==> config.mk <==
export PLATFORM = sky130hd
export DESIGN_NAME = hc_counter_mod
export DESIGN_NICKNAME = d
export VERILOG_FILES = /design/src/rtl/hc_logic_pkg.sv /design/src/rtl/hc_term_detect.sv /design/src/rtl/hc_counter_mod.sv
export SDC_FILE = /design/constraint.sdc
export NUM_CORES = 1
export LEC_CHECK = 0
export BUFFER_PORTS_ARGS = -buffer_cell sky130_fd_sc_hd__buf_2
export CAP_MARGIN = 20
export CORE_AREA = 2 2 39 41
export CTS_CLUSTER_DIAMETER = 120
export DETAILED_ROUTE_END_ITERATION = 10
export DIE_AREA = 0 0 41 43
export PLACE_DENSITY = 0.63
export SLEW_MARGIN = 20
export SYNTH_ARGS = -nofsm -noshare
export SYNTH_HDL_FRONTEND = slang
export SYNTH_SLANG_ARGS = --single-unit
==> constraint.sdc <==
create_clock -name CP -period 1.53 [get_ports CP]
set_clock_uncertainty 0.05 [all_clocks]
set_input_delay 0.2295 -clock CP [delete_from_list [all_inputs] [get_ports CP]]
set_output_delay 0.2295 -clock CP [all_outputs]
set_load 0.005 [all_outputs]
==> src/rtl/hc_logic_pkg.sv <==
// Shared definitions for the hc_ '16x-family counter blocks.
// Direction encoding and the load clamp live here so sibling blocks stay consistent.
package hc_logic_pkg;

    localparam logic HC_UP   = 1'b1;
    localparam logic HC_DOWN = 1'b0;

    // Loaded data never leaves 0..modulus-1; out-of-range values pin to the top count.
    function automatic logic [63:0] hc_clamp(input logic [63:0] value, input logic [63:0] modulus);
        return (value >= modulus) ? (modulus - 64'd1) : value;
    endfunction

endpackage

==> src/rtl/hc_term_detect.sv <==
// Terminal-state decode for a modulo-MODULUS counter.
// Shared by the combinational TC output and the registered wrap pulse.
module hc_term_detect #(
    parameter int unsigned      WIDTH   = 4,
    parameter longint unsigned  MODULUS = 16
) (
    input  logic [WIDTH-1:0] q,
    output logic             at_max,
    output logic             at_zero
);

    localparam logic [WIDTH-1:0] MAX_VAL = WIDTH'(MODULUS - 64'd1);

    assign at_max  = (q == MAX_VAL);
    assign at_zero = (q == '0);

endmodule

==> src/rtl/hc_counter_mod.sv <==
// Parametrised up/down modulo-N counter with '161-style CEP/CET/PEN pins,
// synchronous clear, clamped parallel load, cascadable TC and registered wrap pulse RC.
module hc_counter_mod
    import hc_logic_pkg::*;
#(
    parameter int unsigned      WIDTH   = 4,
    parameter longint unsigned  MODULUS = 16
) (
    input  logic             CP,
    input  logic             MR,
    input  logic             SRN,
    input  logic             PEN,
    input  logic             CEP,
    input  logic             CET,
    input  logic             UD,
    input  logic [WIDTH-1:0] Dn,
    output logic [WIDTH-1:0] Qn,
    output logic             TC,
    output logic             RC
);

    localparam logic [WIDTH-1:0] MAX_VAL = WIDTH'(MODULUS - 64'd1);
    localparam logic [WIDTH-1:0] ONE     = WIDTH'(1);

    if ((WIDTH < 2) || (WIDTH > 32) || (MODULUS < 2) || (MODULUS > (64'd1 << WIDTH))) begin : g_bad_params
        $error("hc_counter_mod: illegal WIDTH/MODULUS combination");
    end

    logic [WIDTH-1:0] qn_q, qn_d;
    logic             rc_q, rc_d;
    logic             at_max, at_zero;
    logic [WIDTH-1:0] load_val;

    hc_term_detect #(
        .WIDTH   (WIDTH),
        .MODULUS (MODULUS)
    ) u_term_detect (
        .q       (qn_q),
        .at_max  (at_max),
        .at_zero (at_zero)
    );

    assign load_val = WIDTH'(hc_clamp(64'(Dn), 64'(MODULUS)));

    always_comb begin
        // NOTE: every output gets a default first so no path can infer a latch.
        qn_d = qn_q;
        rc_d = 1'b0;
        if (!SRN) begin
            qn_d = '0;
        end else if (!PEN) begin
            qn_d = load_val;
        end else if (CEP && CET) begin
            if (UD == HC_UP) begin
                if (at_max) begin
                    qn_d = '0;
                    rc_d = 1'b1;
                end else begin
                    qn_d = qn_q + ONE;
                end
            end else begin
                if (at_zero) begin
                    qn_d = MAX_VAL;
                    rc_d = 1'b1;
                end else begin
                    qn_d = qn_q - ONE;
                end
            end
        end
    end

    // NOTE: state flops use non-blocking assignments so all registers update together.
    always_ff @(posedge CP or posedge MR) begin
        if (MR) begin
            qn_q <= '0;
            rc_q <= 1'b0;
        end else begin
            qn_q <= qn_d;
            rc_q <= rc_d;
        end
    end

    // TC ignores CEP/PEN/SRN so a cascade stays valid while stages are loading.
    assign TC = CET & (((UD == HC_UP) & at_max) | ((UD == HC_DOWN) & at_zero));
    assign Qn = qn_q;
    assign RC = rc_q;

endmodule

==> flow_metrics.tcl <==
set metrics [dict create \
    insertion_delay_ns 0.24 \
    fin_ws_ns -0.322 \
    crit_path_start_kind "flip-flop" \
    die_w_um 41 \
    maxSlewHeadroom_pct 79.4 \
    fin_nets 88 \
    cp_cell_sequence "inv_2 > ha_4 > or3b_4 > o21ai_2 > and2_1 > buf_2" \
    violations "setup timing" \
    synth-warning-count 0 \
    clock_sinks 5 \
    finalHoldViolCount 0 \
    gp_congestion 0.825 \
    avgSynthCellArea_um2 8.40 \
    drt_wl_total_um 1080 \
    wl_per_cell_um 12.0 \
    yosysUniqueCellTypes 29 \
    final_cells 90 \
    cp_data_required_time_ns 1.25 \
    coreArea_um2 1380 \
    powerDensity_nw_per_um2 714 \
    critPathBufInv 2 \
    antenna_left 0 \
    end_kind "output port" \
    final_util_pct 44.6 \
    grt_usage_pct 14.4 \
    rsz0062_at_grt "true" \
    dieArea_um2 1760 \
    critPathMaxStageDelay_ns 0.40 \
    grt_pass1_wl_um 1770 \
    cp_top_family "simple AND/OR/NAND/NOR gates" \
    syn_area_um2 412 \
    cap_violations 0 \
    slew_viol_final 0 \
    setup_viol 3 \
    grt_pass1_vias 439 \
    rows 14 \
    h-tree-depth 1 \
    drc 0 \
    grt_antenna_before_repair 0 \
    synthCells 49 \
    die_h_um 43 \
    start_util_pct 29.7 \
    drt_pass1_iterations 4 \
    cts-root-buf "clkbuf_4" \
    cts_tree "done" \
    p_leak_nw 0.293 \
    num_antenna_cells 0 \
    fin_crit_ns 1.85 \
    cts-buffers-inserted 3 \
    io_buffers 16 \
    path_clk_slew_ns 0.04 \
    layout_commonest_cell "buf_2" \
    period_share_pct 121 \
    drive_gt1_share_pct 47.3 \
    peakVddDrop_uv 601 \
    slowest_stage "dfrtp_2" \
    grt_overflow 0 \
    critPathKind "reg -> out" \
    io_pins 17 \
    tightestPinTransition_ns 0.305 \
    area.growth.synth_to_final_pct 49.8 \
    drt-initial-drc-count 9 \
    num_vias 466 \
    grt_start_max_net_pins 11 \
    cp.arrival_ns 1.57 \
    nFillCells 146 \
    pre_cts_slack_ns -0.135 \
    final_cell_mix "buf_2 (16), buf_4 (6), a21oi_1 (5)" \
    holdCritPathClass "in -> reg" \
    dpl.hpwl_um 768 \
    cts_buffer_depth 2 \
    fmax_mhz 540 \
    cp_max_fo 2 \
    status "complete, but fails checks" \
    dpl.cell_count 83 \
    syn_nets 62 \
    viasPerCell 5.18 \
    ys_ff_latch 5 \
    ys_seq_area_share_pct 30.4 \
]
## state kept, by name (all words and copies together), names as in the netlist
name,cells
Qn,4
RC,1
## report_power, final
part | internal (mW) | switching, mW
clock network | 0.0981 | 0.0472
registers | 0.141 | 0.00883
logic | 0.0736 | 0.0711
total | 0.313 | 0.127
## worst register-to-register path, delay by kind of cell, from the launching register on
kind            cells  cell delay, ns
compound gates      4            0.71
flops               1            0.40
buf+inv             2            0.18
fa+ha+maj           1            0.12
## Yosys cell counts, drive strengths merged
cell | n | area share [%]
mux2i | 1 | 2.4
o211ai | 1 | 1.8
nor3 | 1 | 1.2
nor3b | 1 | 1.8
nand3 | 1 | 1.2
o21ai | 4 | 4.9
o21bai | 1 | 1.8
dfrtp | 5 | 30
a31oi | 1 | 1.5
ha | 2 | 6.1
buf | 1 | 2.7
o311a | 1 | 2.7
nand4 | 2 | 3.0
xor2 | 1 | 2.1
or3b | 1 | 2.1
a22oi | 1 | 1.8
nor4 | 1 | 1.5
o211a | 1 | 2.4
a21oi | 5 | 6.1
o31ai | 1 | 1.8
nor2 | 1 | 0.91
nand3b | 1 | 1.8
nand2 | 4 | 3.6
inv | 5 | 4.6
nor4b | 1 | 2.1
clkbuf | 1 | 1.8
xnor2 | 1 | 2.1
and2 | 1 | 1.5
o21a | 1 | 1.8
## per-stage QoR
stage / total power, mW / instance area, um2 / hold WS [ns] / TNS [ns]
detailed placement: 0.268 / 524 / 0.0802 / -0.186
CTS: 0.441 / 599 / 0.182 / -0.349
floorplan: 0.222 / 413 / -0.0420 / -0.0818
global route: 0.477 / 617 / 0.186 / -0.588
global placement: 0.267 / 524 / 0.0799 / -0.122
finish: 0.440 / 617 / 0.187 / -0.328
## layout make-up
| class | instances | area (um2) | area share, % |
|---|---|---|---|
| Timing Repair Buffer | 23 | 135 | 21.9 |
| Multi-Input combinational cell | 37 | 290 | 47.1 |
| Clock buffer | 4 | 26.3 | 4.26 |
| Tap cell | 16 | 20.0 | 3.25 |
| Inverter | 5 | 18.8 | 3.04 |
| Sequential cell | 5 | 126 | 20.5 |
## cells by family (layout without fill, tap and decap cells)
group	count (synthesis)	count (layout)	share of synthesized area, %
AOI/OAI and AO/OA	17	17	26.8
and+or+nand+nor	15	15	21.0
buffers and inverters	7	32	9.12
DFF	5	5	30.4
adders and majority gates	2	2	6.08
xor gates and xnor gates	2	2	4.26
muxes	1	1	2.43
## repair_timing
item                                    4_1_cts  5_1_grt
hold endpoints to repair                      5        0
endpoints found under the setup margin        2        5
hold buffers                                  1        0
resized for setup                             6        3
pin swaps                                     4        5
buffers inserted                              2        1
## routing by layer
metal	global-route usage (%)	routed length, um
met1	19.0	477
met4	0	0
met3	4.71	83
met5	0	0
met2	23.8	522
## final timing paths
check / slack [ns] / startpoint / cells after the start / end
max in group asynchronous: 0.87 / MR / 3 / Qn[0]$_DFFE_PP0P_
max reg2reg: 0 / Qn[0]$_DFFE_PP0P_ / 7 / Qn[3]$_DFFE_PP0P_
min: 0.19 / Dn[0] / 3 / Qn[0]$_DFFE_PP0P_
min in group asynchronous: 0.37 / MR / 3 / Qn[3]$_DFFE_PP0P_
max: -0.32 / Qn[0]$_DFFE_PP0P_ / 6 / TC
min reg2reg: 0.69 / Qn[2]$_DFFE_PP0P_ / 3 / Qn[2]$_DFFE_PP0P_
Note: power is estimated with default switching activity, not from simulation.
